[config.mk]
export PLATFORM = sky130hd
export DESIGN_NAME = fp_div_iter_flat
export DESIGN_NICKNAME = d
export VERILOG_FILES = /design/src/rtl/fp_div_pkg.sv /design/src/rtl/fp_div_iter_if.sv /design/src/rtl/fp_div_round.sv /design/src/rtl/fp_div_iter.sv /design/src/flat_wrapper.sv
export SDC_FILE = /design/constraint.sdc
export NUM_CORES = 1
export LEC_CHECK = 0
export CORE_MARGIN = 2
export CORE_UTILIZATION = 56
export CTS_BUF_LIST = sky130_fd_sc_hd__clkbuf_4 sky130_fd_sc_hd__clkbuf_8
export DETAILED_ROUTE_END_ITERATION = 7
export MAX_ROUTING_LAYER = met4
export PLACE_DENSITY = 0.8
export SETUP_SLACK_MARGIN = 0.02
export SYNTH_ARGS = -nofsm -noshare
export SYNTH_HDL_FRONTEND = slang
export SYNTH_SLANG_ARGS = --single-unit
export TNS_END_PERCENT = 1
[constraint.sdc]
create_clock -name clk -period 20.8 [get_ports clk]
set_clock_uncertainty 0.2 [all_clocks]
set_input_delay 6.24 -clock clk [delete_from_list [all_inputs] [get_ports clk]]
set_output_delay 6.24 -clock clk [all_outputs]
set_load 0.02 [all_outputs]
[src/rtl/fp_div_pkg.sv]
// Shared types and helpers for the iterative IEEE-754 divider and its rounding stage.
package fp_div_pkg;

    typedef enum logic [2:0] {
        S_IDLE,
        S_UNPACK,
        S_DIVIDE,
        S_ROUND,
        S_DONE
    } state_t;

    typedef enum logic [1:0] {
        CLS_ZERO,
        CLS_NORM,
        CLS_INF,
        CLS_NAN
    } op_class_t;

    typedef struct packed {
        logic invalid;
        logic div_by_zero;
        logic overflow;
        logic underflow;
    } flags_t;

    localparam int FLAG_INVALID     = 3;
    localparam int FLAG_DIV_BY_ZERO = 2;
    localparam int FLAG_OVERFLOW    = 1;
    localparam int FLAG_UNDERFLOW   = 0;

    function automatic int exp_bias(input int ew);
        return (1 << (ew - 1)) - 1;
    endfunction

    // Wide enough for any practical format; callers keep the low 1+EW+MW bits.
    function automatic logic [127:0] qnan_bits(input int ew, input int mw);
        logic [127:0] r;
        r = '0;
        for (int i = 0; i < ew; i++) r[mw + i] = 1'b1;
        r[mw - 1] = 1'b1;
        return r;
    endfunction

endpackage

[src/rtl/fp_div_iter_if.sv]
// Operand/result handshake bundle for fp_div_iter.
interface fp_div_iter_if #(
    parameter int EW = 8,
    parameter int MW = 23
);
    localparam int DW = 1 + EW + MW;

    logic          in_valid;
    logic          in_ready;
    logic [DW-1:0] A;
    logic [DW-1:0] B;
    logic          out_valid;
    logic          out_ready;
    logic [DW-1:0] C;
    logic [3:0]    flags;

    modport master (
        output in_valid, A, B, out_ready,
        input  in_ready, out_valid, C, flags
    );

    modport slave (
        input  in_valid, A, B, out_ready,
        output in_ready, out_valid, C, flags
    );
endinterface

[src/rtl/fp_div_round.sv]
// Normalise a raw quotient, round to nearest even and pack it, flushing to zero or inf on range exit.
module fp_div_round
    import fp_div_pkg::*;
#(
    parameter int EW = 8,
    parameter int MW = 23
) (
    input  logic                 sign,
    input  logic signed [EW+1:0] expo,
    input  logic [MW+2:0]        quot,
    input  logic                 rem_nz,
    output logic [EW+MW:0]       res,
    output logic                 overflow,
    output logic                 underflow
);
    localparam logic signed [EW+1:0] ONE     = (EW+2)'(1);
    localparam logic signed [EW+1:0] ZERO    = (EW+2)'(0);
    localparam logic signed [EW+1:0] EXP_MAX = (EW+2)'((1 << EW) - 1);

    logic                 norm;
    logic                 lsb;
    logic                 guard;
    logic                 sticky;
    logic                 rnd_up;
    logic                 carry;
    logic [MW+1:0]        qn;
    logic [MW:0]          frac_sum;
    logic signed [EW+1:0] exp_n;
    logic signed [EW+1:0] exp_r;

    always_comb begin
        norm     = quot[MW+2];
        // qn drops the hidden bit: fraction in [MW+1:2], guard in [1], one extra sticky bit in [0]
        qn       = norm ? quot[MW+1:0] : {quot[MW:0], 1'b0};
        exp_n    = norm ? expo : expo - ONE;
        lsb      = qn[2];
        guard    = qn[1];
        sticky   = qn[0] | rem_nz;
        rnd_up   = guard & (sticky | lsb);
        frac_sum = {1'b0, qn[MW+1:2]} + {{MW{1'b0}}, rnd_up};
        carry    = frac_sum[MW];
        exp_r    = carry ? exp_n + ONE : exp_n;

        overflow  = (exp_r >= EXP_MAX);
        underflow = !overflow && (exp_r <= ZERO);

        if (overflow)
            res = {sign, {EW{1'b1}}, {MW{1'b0}}};
        else if (underflow)
            res = {sign, {(EW+MW){1'b0}}};
        else
            res = {sign, exp_r[EW-1:0], frac_sum[MW-1:0]};
    end
endmodule

[src/rtl/fp_div_iter.sv]
// Iterative IEEE-754 divider: restoring radix-2, one quotient bit per cycle, RNE, DAZ inputs, FTZ outputs.
module fp_div_iter
    import fp_div_pkg::*;
#(
    parameter int EW = 8,
    parameter int MW = 23
) (
    input logic         clk,
    input logic         rst,
    fp_div_iter_if.slave bus
);
    localparam int                   DW        = 1 + EW + MW;
    localparam int                   CW        = $clog2(MW + 3);
    localparam logic [CW-1:0]        LAST      = CW'(MW + 2);
    localparam logic signed [EW+1:0] BIAS      = (EW+2)'(exp_bias(EW));
    localparam logic [127:0]         QNAN_FULL = qnan_bits(EW, MW);
    localparam logic [DW-1:0]        QNAN      = QNAN_FULL[DW-1:0];

    state_t               state;
    logic                 in_ready_r;
    logic                 out_valid_r;
    logic [DW-1:0]        a_r;
    logic [DW-1:0]        b_r;
    logic [DW-1:0]        c_r;
    flags_t               flags_r;
    logic                 sign_r;
    logic signed [EW+1:0] exp_r;
    logic [MW+1:0]        rem;
    logic [MW:0]          dvs;
    logic [MW+2:0]        quo;
    logic [CW-1:0]        cnt;

    op_class_t     cls_a;
    op_class_t     cls_b;
    logic          sign_ab;
    logic          spec_hit;
    logic [DW-1:0] spec_c;
    flags_t        spec_flags;
    logic [MW+2:0] diff;
    logic [MW+1:0] rem_sel;
    logic [DW-1:0] rnd_res;
    logic          rnd_ovf;
    logic          rnd_unf;

    function automatic op_class_t classify(input logic [EW-1:0] e, input logic [MW-1:0] f);
        if (e == '0) return CLS_ZERO;
        if (e != '1) return CLS_NORM;
        return (f == '0) ? CLS_INF : CLS_NAN;
    endfunction

    assign bus.in_ready  = in_ready_r;
    assign bus.out_valid = out_valid_r;
    assign bus.C         = c_r;
    assign bus.flags     = flags_r;

    always_comb begin
        cls_a      = classify(a_r[DW-2:MW], a_r[MW-1:0]);
        cls_b      = classify(b_r[DW-2:MW], b_r[MW-1:0]);
        sign_ab    = a_r[DW-1] ^ b_r[DW-1];
        spec_hit   = 1'b1;
        spec_c     = QNAN;
        spec_flags = '0;
        if (cls_a == CLS_NAN || cls_b == CLS_NAN) begin
            spec_c = QNAN;
        end else if ((cls_a == CLS_ZERO && cls_b == CLS_ZERO) ||
                     (cls_a == CLS_INF && cls_b == CLS_INF)) begin
            spec_flags.invalid = 1'b1;
        end else if (cls_a == CLS_INF) begin
            spec_c = {sign_ab, {EW{1'b1}}, {MW{1'b0}}};
        end else if (cls_b == CLS_INF || cls_a == CLS_ZERO) begin
            spec_c = {sign_ab, {(EW+MW){1'b0}}};
        end else if (cls_b == CLS_ZERO) begin
            spec_c                 = {sign_ab, {EW{1'b1}}, {MW{1'b0}}};
            spec_flags.div_by_zero = 1'b1;
        end else begin
            spec_hit = 1'b0;
        end
    end

    // Restoring step: a clear sign bit on the trial difference means the divisor fits.
    always_comb begin
        diff    = {1'b0, rem} - {2'b00, dvs};
        rem_sel = diff[MW+2] ? rem : diff[MW+1:0];
    end

    fp_div_round #(.EW(EW), .MW(MW)) u_round (
        .sign      (sign_r),
        .expo      (exp_r),
        .quot      (quo),
        .rem_nz    (|rem),
        .res       (rnd_res),
        .overflow  (rnd_ovf),
        .underflow (rnd_unf)
    );

    always_ff @(posedge clk) begin
        if (rst) begin
            state       <= S_IDLE;
            in_ready_r  <= 1'b1;
            out_valid_r <= 1'b0;
            c_r         <= '0;
            flags_r     <= '0;
        end else begin
            case (state)
                S_IDLE: begin
                    if (bus.in_valid) begin
                        a_r        <= bus.A;
                        b_r        <= bus.B;
                        in_ready_r <= 1'b0;
                        state      <= S_UNPACK;
                    end
                end
                S_UNPACK: begin
                    sign_r <= sign_ab;
                    if (spec_hit) begin
                        c_r         <= spec_c;
                        flags_r     <= spec_flags;
                        out_valid_r <= 1'b1;
                        state       <= S_DONE;
                    end else begin
                        rem   <= {1'b0, 1'b1, a_r[MW-1:0]};
                        dvs   <= {1'b1, b_r[MW-1:0]};
                        quo   <= '0;
                        cnt   <= '0;
                        exp_r <= $signed({2'b00, a_r[DW-2:MW]}) - $signed({2'b00, b_r[DW-2:MW]}) + BIAS;
                        state <= S_DIVIDE;
                    end
                end
                S_DIVIDE: begin
                    rem <= rem_sel << 1;
                    quo <= {quo[MW+1:0], ~diff[MW+2]};
                    cnt <= cnt + 1'b1;
                    if (cnt == LAST) state <= S_ROUND;
                end
                S_ROUND: begin
                    c_r         <= rnd_res;
                    flags_r     <= '{invalid: 1'b0, div_by_zero: 1'b0, overflow: rnd_ovf, underflow: rnd_unf};
                    out_valid_r <= 1'b1;
                    state       <= S_DONE;
                end
                S_DONE: begin
                    if (bus.out_ready) begin
                        out_valid_r <= 1'b0;
                        in_ready_r  <= 1'b1;
                        state       <= S_IDLE;
                    end
                end
                default: state <= S_IDLE;
            endcase
        end
    end
endmodule

[src/flat_wrapper.sv]
// flat-port wrapper written by rule: the top's interface ports become plain ports
module fp_div_iter_flat import fp_div_pkg::*;
#(
    parameter int EW = 8,
    parameter int MW = 23
)
  (clk, rst, bus_in_valid, bus_A, bus_B, bus_out_ready, bus_in_ready, bus_out_valid, bus_C, bus_flags);
  fp_div_iter_if #(.EW(EW), .MW(MW)) bus_i ();
  input logic clk;
  input logic rst;
  input wire logic [$bits(bus_i.in_valid)-1:0] bus_in_valid;
  input wire logic [$bits(bus_i.A)-1:0] bus_A;
  input wire logic [$bits(bus_i.B)-1:0] bus_B;
  input wire logic [$bits(bus_i.out_ready)-1:0] bus_out_ready;
  output wire logic [$bits(bus_i.in_ready)-1:0] bus_in_ready;
  output wire logic [$bits(bus_i.out_valid)-1:0] bus_out_valid;
  output wire logic [$bits(bus_i.C)-1:0] bus_C;
  output wire logic [$bits(bus_i.flags)-1:0] bus_flags;
  assign bus_i.in_valid = bus_in_valid;
  assign bus_i.A = bus_A;
  assign bus_i.B = bus_B;
  assign bus_i.out_ready = bus_out_ready;
  assign bus_in_ready = bus_i.in_ready;
  assign bus_out_valid = bus_i.out_valid;
  assign bus_C = bus_i.C;
  assign bus_flags = bus_i.flags;
  fp_div_iter #(.EW(EW), .MW(MW)) u_core (.clk(clk), .rst(rst), .bus(bus_i));
endmodule
Word-level counts from Yosys, hierarchy flattened:

Cells that the tools add are included.
Widths: inputs -> output; s select.

* register bits: 195
* input bits: 68
* output and inout port bits: 38
* logic and storage cells: 133

* add/subtract/negate cells: 7
* order comparisons: 2
* equality and inequality tests: 16
* muxes and demuxes: 58
* bitwise gates (word level): 7
* reduce and logical (&&, ||, !) cells: 27

Operators by type and width (number)
* $mux 32: 6
* $pmux 32 s2: 1
* $mux 31: 2
* $pmux 26 s2: 1
* $mux 25: 2
* $pmux 25 s2: 1
* $logic_not 23->1: 2
* $mux 26: 1
* $sub 25x24->26: 1
* $reduce_or 25->1: 1
* $add 23x1->24: 1
* $mux 24: 1
* $mux 1: 21
* $mux 10: 2
* $mux 2: 9
* $reduce_and 3->1: 6
* $logic_not 8->1: 2
* $ne 8x8->1 const B: 2
* $pmux 3 s5: 1
* $mux 3: 4
* $add 10x2->10 const B: 1
* $add 10x8->10 const B: 1
* $ge 10x9->1 const B: 1
* $le 10x1->1 const B: 1
* 28 further kinds: 46

Logic depth before layout (Yosys ltp):

Gate-level depths: netlist (run 1).

* word-level depth: 13
* mapped depth: 18

Modules after synthesis:

Synthesis (run 1) repeated with hierarchy kept, for this count alone.

* cell total of the unflattened synthesis: 1065
* area, all modules: 11090.6 um^2

By module, submodules not included
* fp_div_iter: times used 1, cells an instance 753, area each 8852.2 um^2
* fp_div_round: times used 1, cells an instance 312, area each 2238.4 um^2

Worst setup path after synthesis (run 1):

OpenSTA, ideal clock, no wires.

* path type: input-to-reg
* from: input port rst
* to: register u_core.a_r[0] (enable)
* library setup time: 0.565 ns
* data arrival time: 10.813 ns
* path slack: 9.222 ns
* stages: 2
* path through: clkbuf_4 > nor3_1

* longest elaborated chain between the ends: 2

RTL lines
* start, declared: RTL line flat_wrapper.sv:10 `input logic rst;`
* $not 1->1 (no line)
* $reduce_and 3->1 (no line)
* end signal, assigned: RTL line fp_div_iter.sv:107 `a_r <= bus.A;`
* end, declared: RTL line fp_div_iter.sv:22 `logic [DW-1:0] a_r;`

No other way between the ends.
A chain may end at the register's enable or synchronous reset.

==> results of run 1 <==
## power by group through the flow
stage,Combinational [uW],Clock [uW],Sequential (uW)
CTS,108,258,454
floorplan,75.2,0,461
detailed placement,108,0,463
finish,108,255,455
global route,121,273,457
global placement,105,0,463
## critical path, cell delays in order
cell and delay [ns]:
clkdlybuf4s50_1 0.86, nand4b_1 0.94, o32ai_1 0.48
## final timing paths
path / slack, ns / cells after the start / endpoint
worst max-delay path: 12.43 / 3 / u_core.bus.C[22]
worst min-delay path: 0.26 / 2 / u_core.bus.C[7]
worst max register to register: 16.10 / 10 / u_core.bus.C[22]
worst min register to register: 0.26 / 2 / u_core.bus.C[7]
## per-stage QoR
stage / hold WS [ns] / area, um^2
6_report: 0.2581 / 12000
3_3_place_gp: 0.2340 / 11590
3_5_place_dp: 0.2387 / 11590
5_1_grt: 0.2740 / 12000
4_1_cts: 0.2596 / 12000
2_1_floorplan: 0.2268 / 10330
## per-layer routing
layer	track usage, %	part of all wire (%)	vias up
li1	-	-	3668
met1	32.30	46	3597
met2	37.10	48	221
met3	4.336	5.5	19
met4	4.842	0.87	0
met5	-	0	-
## cell type report
class / instances / area, um^2 / share of cell area, %
flip-flops and latches: 195 / 5445 / 45.39
multi-input cells: 674 / 4561 / 38.02
repair buffers: 111 / 1096 / 9.136
well taps: 229 / 286.5 / 2.388
clock buffers: 19 / 249.0 / 2.076
inverters: 54 / 202.7 / 1.690
clock inverters: 13 / 156.4 / 1.304
## cells in the mapped netlist (all sizes together) (20+ instances only)
cell type	instances
xor2	30
dfxtp	41
o21ai	64
xnor2	50
and2	31
mux2i	35
edfxtp	154
inv	54
nand4	20
ha	37
nor4	24
a21oi	40
nor2	64
clkbuf	21
nand2	99
## sequential cells by signal, summed over array words and instances (netlist names)
register / count
u_core.sign_r: 1
u_core.bus.in_ready: 1
u_core.bus.flags: 4
u_core.bus.C: 32
u_core.b_r: 32
u_core.exp_r: 10
u_core.cnt: 5
u_core.bus.out_valid: 1
u_core.quo: 26
u_core.rem: 25
u_core.state: 3
u_core.a_r: 32
u_core.dvs: 23
## kinds of logic after synthesis
logic type / Yosys count / share of synthesized area (%)
flip-flops: 195 / 52.73
buffers and inverters: 83 / 3.441
multiplexers: 39 / 3.828
XOR/XNOR: 80 / 6.785
AND/OR/NAND/NOR: 325 / 16.10
adder cells (fa/ha/maj): 39 / 4.870
AO/OA/AOI/OAI: 191 / 12.25
==> impl_metrics.ini, run 1 <==
[timing]
drv_slew = 0
setup_ws_ns = 12.43
max_slew_margin_pct = 29.95
period_share_pct = 40.23
rsz0062_at_grt = no
tightestPinTransition_ns = 1.045
max_freq_mhz = 119.5
fin_crit_ns = 8.369
tns_ns = 0
finalSetupViolCount = 0
hold_violations = 0

[clock_network]
cts_hold_buf = 0
h-tree-depth = 4
post-cts-setup-buffers = 0
worstSkewPairLatency_ns = 0.47
cts-resized-gates = 0
cts.sink_count = 195
cts-buffers-inserted = 17
cts_tree = yes
path_clk_slew_ns = 0.09
ctsLongestPathBuffers = 2
cts_root_buf = clkbuf_8

[power]
power.total_uw = 817.7
p_clk_share_pct = 31.1
switching_share_pct = 25.13
sequentialPowerShare_pct = 55.6
powerDensity_nw_per_um2 = 68.16
combPwrFrac_pct = 13.3
power.leakage_uw = 0.004388
power_switching_uw = 205.5
internal-power_uw = 612.2
ir_drop_uv = 47.01

[logic_synthesis]
synth.distinct_cells = 77
synthCells = 952
synth_edf_count = 154
yosys-top-cells-area = edfxtp_1 45%, dfxtp_1 7.9%, ha_1 4.5%
yosysTopAreaCellShare_pct = 44.78
ys_ff_latch = 195
synthesis.nets = 1059
synth_ff_type = edfxtp_1
yosysWarnings = 0
synth_top_area_cell = edfxtp_1
avgSynthCellArea_um2 = 10.85
syn_area_um2 = 10330
seq_area_frac_synth_pct = 52.73
postSynth.asyncResetShare_pct = 0

[finish]
instances_no_fill = 1295
layout_common_cells = 154 x edfxtp_1, 105 x clkdlybuf4s50_1, 99 x nand2_1, 63 x o21ai_0, 62 x nor2_1
drive_gt1_share_pct = 6.754
diodes = 0
final_util_pct = 66.56
nNetsFinal = 1160
layout.cells.most_common = edfxtp_1
area_delta_synth_final_pct = 16.16
nFillCells = 1439

[floorplanning]
die_w_um = 139.8
ios = 106
core_um2 = 18020
rows = 49
initial_core_util_pct = 57.30
die_y_um = 139.8
die_area_um2 = 19540

[grt]
grt_pass1_wl_um = 35870
gr-total-overflow = 0
grt_max_degree = 65
grt_antenna_before_repair = 0
first_global_vias = 7172
track_usage_pct = 23.54

[worst_setup_path]
worstPathArrival_ns = 8.53
r2r-start = u_core.quo[25]
crit_type = input pin to flop
critPathLaunch = rst
worstSetupStartpointType = input pin
cp.required_ns = 20.96
cp-end-kind = flop
worst-path-max-fanout = 23

[placement]
gp_congestion = 0.9131
dpl.hpwl_um = 15730
dp_slack_ns = 11.96
port_buffers = 105
place_inst = 1263

[detailed_routing]
drt_pre_antenna_iters = 5
avgRoutedWirePerCell_um = 16.73
first_iter_violations = 558
vias_per_cell = 5.795
ant_nets = 0
drc = 0
via_count = 7505
routed_wl_um = 21660

[status]
outcome = finished, final reports clean

[min_path]
hp-start = u_core.bus.C[7]
hold_class = flop to flop

[run]
cap_viol_max_count = 0
No activity file was read; power rests on OpenSTA's default activity.
==> inputs of run 2 (changes only) <==
--- a/config.mk
+++ b/config.mk
@@ -6,7 +6,7 @@
 export NUM_CORES = 1
 export LEC_CHECK = 0
 export CORE_MARGIN = 2
-export CORE_UTILIZATION = 56
+export CORE_UTILIZATION = 54
 export CTS_BUF_LIST = sky130_fd_sc_hd__clkbuf_4 sky130_fd_sc_hd__clkbuf_8
 export DETAILED_ROUTE_END_ITERATION = 7
 export MAX_ROUTING_LAYER = met4
==> constraint.sdc (replaced) <==
create_clock -name clk -period 7.2 [get_ports clk]
set_clock_uncertainty 0.2 [all_clocks]
set_input_delay 2.16 -clock clk [delete_from_list [all_inputs] [get_ports clk]]
set_output_delay 2.16 -clock clk [all_outputs]
set_load 0.02 [all_outputs]
==> run 2 against run 1 <==
Clock power increased to 2.7 times the previous value; largest power group unchanged; sequential share of layout area about the same; core utilization decreased by 2.4 points; first-iteration DRC count increased by 1.8%; register-to-register slack got worse by 14 ns; flip-flop and latch count unchanged; combinational power increased to 2.9 times the previous value; non-clock buffer count increased by 3; setup slack got worse by 10 ns.
==> impl_metrics.ini, run 2 (same netlist as run 1, synthesis figures left out) <==
[status]
outcome = finished, final reports clean

[run]
cap_viol_max_count = 0

[grt]
grt_antenna_before_repair = 0
first_global_vias = 7185
grt_pass1_wl_um = 36200
track_usage_pct = 23.57
gr-total-overflow = 0
grt_max_degree = 65

[min_path]
min_path_cells = 0
min_to = u_core.dvs[14]
hold_class = flop to flop
hp-start = u_core.b_r[14]

[worst_setup_path]
r2r-start = u_core.quo[25]
crit_slowest_cell = edfxtp_1
ff2ff_setup_slack_ns = 2.30
r2r-end = u_core.bus.C[22]
crit_chain = buf_4, nand2_1, a2111oi_1, nand4_2, or2b_2, o21ai_0, o31ai_1, xor2_1, nor2_1, nand4b_1, o32ai_1
reg2reg_depth = 11
worstPathArrival_ns = 5.06
worstSetupStartpointType = flop
worst-path-max-fanout = 25
crit_type = flop to flop
cp-end-kind = flop
cp.required_ns = 7.36
cp_slowest_stage_delay_ns = 0.94

[finish]
nNetsFinal = 1163
instances_no_fill = 1303
layout.cells.most_common = edfxtp_1
drive_gt1_share_pct = 7.016
area_delta_synth_final_pct = 16.17
final_util_pct = 64.14
diodes = 0
layout_common_cells = 154 x edfxtp_1, 105 x clkdlybuf4s50_1, 99 x nand2_1, 63 x o21ai_0, 62 x nor2_1

[floorplanning]
core_um2 = 18710
initial_core_util_pct = 55.21
die_y_um = 142.3
die_area_um2 = 20250
rows = 50
die_w_um = 142.3
ios = 106

[power]
ir_drop_uv = 122.0
powerDensity_nw_per_um2 = 193.1
power.leakage_uw = 0.004396

[clock_network]
post-cts-setup-buffers = 0
ctsLongestPathBuffers = 2
path_clk_slew_ns = 0.10
cts-buffers-inserted = 17
cts_hold_buf = 0
cts-resized-gates = 0
h-tree-depth = 4
worstSkewPairLatency_ns = 0.48
cts.sink_count = 195
cts_tree = yes
cts_root_buf = clkbuf_8

[timing]
max_freq_mhz = 204.0
tns_ns = 0
fin_crit_ns = 4.903
rsz0062_at_grt = no
period_share_pct = 68.09
hold_violations = 0
finalSetupViolCount = 0
tightestPinTransition_ns = 1.044
max_slew_margin_pct = 30.43
drv_slew = 0

[detailed_routing]
drt_pre_antenna_iters = 8
via_count = 7526
avgRoutedWirePerCell_um = 17.03
ant_nets = 0
first_iter_violations = 568
drc = 0
routed_wl_um = 22190
vias_per_cell = 5.776

[placement]
gp_congestion = 0.9591
place_inst = 1271
port_buffers = 105
dpl.hpwl_um = 16190
run 2: changes by cell type in the layout (fill, tap and decap cells not counted):
cell and change:
clkbuf_4 -1, nor3_2 -1, clkinv_8 +1, bufinv_16 -2, buf_4 +3, clkinvlp_4 -3
clkinv_4 +3, nor3_4 +1, clkinv_2 +1, inv_6 +1
run 2: worst max-delay path: cells and delay by family (launching register included):
kind                      cells  cell delay (ns)
xor gates and xnor gates      1             0.17
DFF                           1             0.94
and+or+nand+nor               5             1.69
AOI/OAI and AO/OA             4             1.46
buffers and inverters         1             0.32
run 2: where the power goes:
| part | internal, uW | switching [uW] |
|---|---|---|
| Combinational | 145 | 172 |
| Sequential | 1270 | 40.7 |
| Clock | 282 | 403 |
run 2: worst max-delay path by stage:
stage                        start               end  slack (ns)
global route        u_core.quo[25]  u_core.bus.C[22]        1.81
finish              u_core.quo[25]  u_core.bus.C[22]        2.30
CTS                 u_core.quo[25]  u_core.bus.C[22]        2.34
floorplan                      rst     u_core.cnt[0]        1.62
detailed placement  u_core.quo[25]  u_core.bus.C[22]        2.40
global placement    u_core.quo[25]  u_core.bus.C[22]        2.57
run 2: metal layers:
layer  up-vias  share of wire, %  global-route usage [%]
met5         -                 0                       -
met4         0               2.7                   8.859
met3        42               5.9                   4.643
met2       240                46                   35.55
met1      3563                46                   31.91
li1       3681                 -                       -
run 2: final cells by class:
class                      instances  area (um^2)
fill                            1482         6708
multi-input combinational        674         4567
sequential                       195         5445
inverter                          54        202.7
timing repair buffer             114         1119
clock inverter                    14        130.1
clock buffer                      18        241.5
tap                              234        292.8
run 2: through the flow:
step           worst slack [ns]  hold WS (ns)  area, um^2  total power, uW
6_report                  2.297        0.2573       12000             2317
5_1_grt                   1.809        0.2785       12000             2411
4_1_cts                   2.339        0.2544       12000             2329
3_5_place_dp              2.397        0.2381       11630             1654
3_3_place_gp              2.573        0.2345       11630             1645
2_1_floorplan             1.620        0.2268       10330             1547
==> inputs of run 3 (changes only) <==
--- a/config.mk
+++ b/config.mk
@@ -6,7 +6,7 @@
 export NUM_CORES = 1
 export LEC_CHECK = 0
 export CORE_MARGIN = 2
-export CORE_UTILIZATION = 54
+export CORE_UTILIZATION = 56
 export CTS_BUF_LIST = sky130_fd_sc_hd__clkbuf_4 sky130_fd_sc_hd__clkbuf_8
 export DETAILED_ROUTE_END_ITERATION = 7
 export MAX_ROUTING_LAYER = met4
==> constraint.sdc (replaced) <==
create_clock -name clk -period 4.8 [get_ports clk]
set_clock_uncertainty 0.2 [all_clocks]
set_input_delay 1.44 -clock clk [delete_from_list [all_inputs] [get_ports clk]]
set_output_delay 1.44 -clock clk [all_outputs]
set_load 0.02 [all_outputs]
==> run 3 against run 2 <==
Core utilization is 2.9 points higher; fmax is 27% higher; critical path depth stayed put; non-clock buffer count is 3 higher; clock power is 58% higher; first-iteration DRC count is 1.9% higher; setup slack worse by 1.3 ns; flip-flop and latch count stayed put; critical path type unchanged.
==> impl_metrics.ini, run 3 (same netlist as run 1, synthesis figures left out) <==
[status]
outcome = finished, final reports clean

[clock_network]
cts_tree = yes
cts-resized-gates = 0
path_clk_slew_ns = 0.11
cts_hold_buf = 0
post-cts-setup-buffers = 0
cts_root_buf = clkbuf_8
h-tree-depth = 4
ctsLongestPathBuffers = 2
worstSkewPairLatency_ns = 0.48
cts.sink_count = 195
cts-buffers-inserted = 17

[timing]
hold_violations = 0
rsz0062_at_grt = no
max_freq_mhz = 259.9
drv_slew = 0
finalSetupViolCount = 0
holdWs_ns = 0.2634
period_share_pct = 80.16
tightestPinTransition_ns = 1.016
fin_crit_ns = 3.848
max_slew_margin_pct = 32.29
tns_ns = 0

[power]
p_clk_share_pct = 30.6
ir_drop_uv = 190.9
internal-power_uw = 2535
switching_share_pct = 28.26
sequentialPowerShare_pct = 55.7
power.leakage_uw = 0.004436
combPwrFrac_pct = 13.7
powerDensity_nw_per_um2 = 292.6
power_switching_uw = 998.6

[detailed_routing]
drc = 0
first_iter_violations = 579
drt_pre_antenna_iters = 7
routed_wl_um = 22480
ant_nets = 0
vias_per_cell = 5.786
via_count = 7527
avgRoutedWirePerCell_um = 17.28

[finish]
area_delta_synth_final_pct = 16.96
diodes = 0
nFillCells = 1398
nNetsFinal = 1166
layout_common_cells = 154 x edfxtp_1, 105 x clkdlybuf4s50_1, 99 x nand2_1, 63 x o21ai_0, 62 x nor2_1
layout.cells.most_common = edfxtp_1
final_util_pct = 67.01
drive_gt1_share_pct = 7.556

[placement]
port_buffers = 105
gp_congestion = 0.8840
dpl.hpwl_um = 16830

[floorplanning]
die_y_um = 139.8
rows = 49
die_area_um2 = 19540
ios = 106
initial_core_util_pct = 57.30
core_um2 = 18020
die_w_um = 139.8

[worst_setup_path]
crit_type = flop to flop
crit_slowest_cell = edfxtp_1
r2r-start = u_core.quo[25]
cp.required_ns = 4.97
worstPathArrival_ns = 4.02
cp_slowest_stage_delay_ns = 0.52
crit_chain = buf_4, nand2b_1, a2111oi_4, nand4_2, or2b_2, a211oi_1, o22ai_1, a31oi_2, nor2_1, or2_0, o221a_2
critPathLaunch = u_core.quo[25]
cp-end-kind = flop
worst-path-max-fanout = 19
worstSetupStartpointType = flop

[grt]
first_global_vias = 7372
grt_antenna_before_repair = 0
track_usage_pct = 24.32
gr-total-overflow = 0
grt_max_degree = 65
grt_pass1_wl_um = 36660

[min_path]
hp-start = u_core.b_r[19]
hold_class = flop to flop

[run]
cap_viol_max_count = 0
==> run 3: cell count changes in the layout (fill, tap and decap cells not counted), moves of 2 or more <==
| cell | change |
|---|---|
| inv_8 | +4 |
| clkinv_1 | -3 |
| clkinv_8 | +4 |
| buf_12 | +2 |
| inv_6 | -3 |
==> run 3: worst max-delay path: cells and delay by family (launching register included) <==
family                 cells  cell delay [ns]
AOI/OAI and AO/OA          5             1.40
buffers and inverters      1             0.26
DFF                        1             0.52
and+or+nand+nor            5             1.36
==> run 3: layout make-up <==
cell class	instances	area [um^2]	share of cell area, %
inverters	54	202.7	1.678
flip-flops and latches	195	5445	45.08
clock inverters	15	183.9	1.523
multi-input cells	674	4561	37.76
well taps	229	286.5	2.372
clock buffers	17	234.0	1.937
repair buffers	117	1166	9.654
==> run 3: power by group through the flow <==
stage          sequential, uW  clock (uW)  combinational [uW]
6_report                 1970        1080                 483
3_3_place_gp             2000           0                 468
5_1_grt                  1980        1160                 537
4_1_cts                  1970        1100                 483
3_5_place_dp             2010           0                 480
2_1_floorplan            1990           0                 326
==> run 3: final timing paths <==
path / end / slack [ns] / cells after the start
worst max-delay path: u_core.bus.C[29] / 0.95 / 11
worst min-delay path: u_core.dvs[19] / 0.26 / 0
worst max register to register: u_core.bus.C[29] / 0.95 / 11
worst min register to register: u_core.dvs[19] / 0.26 / 0
==> run 3: layer usage <==
metal  up-vias  global-route usage [%]  part of all wire, %
li1       3693                       -                    -
met1      3612                   32.14                   45
met2       192                   39.08                   48
met3        30                   4.474                  4.8
met4         0                   6.368                  1.4
met5         -                       -                    0
==> run 3: through the flow <==
stage,setup slack (ns),total power (uW),instance area [um^2],instances
after detailed placement,1.000,2487,11660,1269
after floorplan,0.01072,2320,10330,952
after global routing,0.6202,3671,12080,1301
final,0.9521,3534,12080,1301
after global placement,1.043,2472,11660,1269
after CTS,0.9697,3549,12080,1301
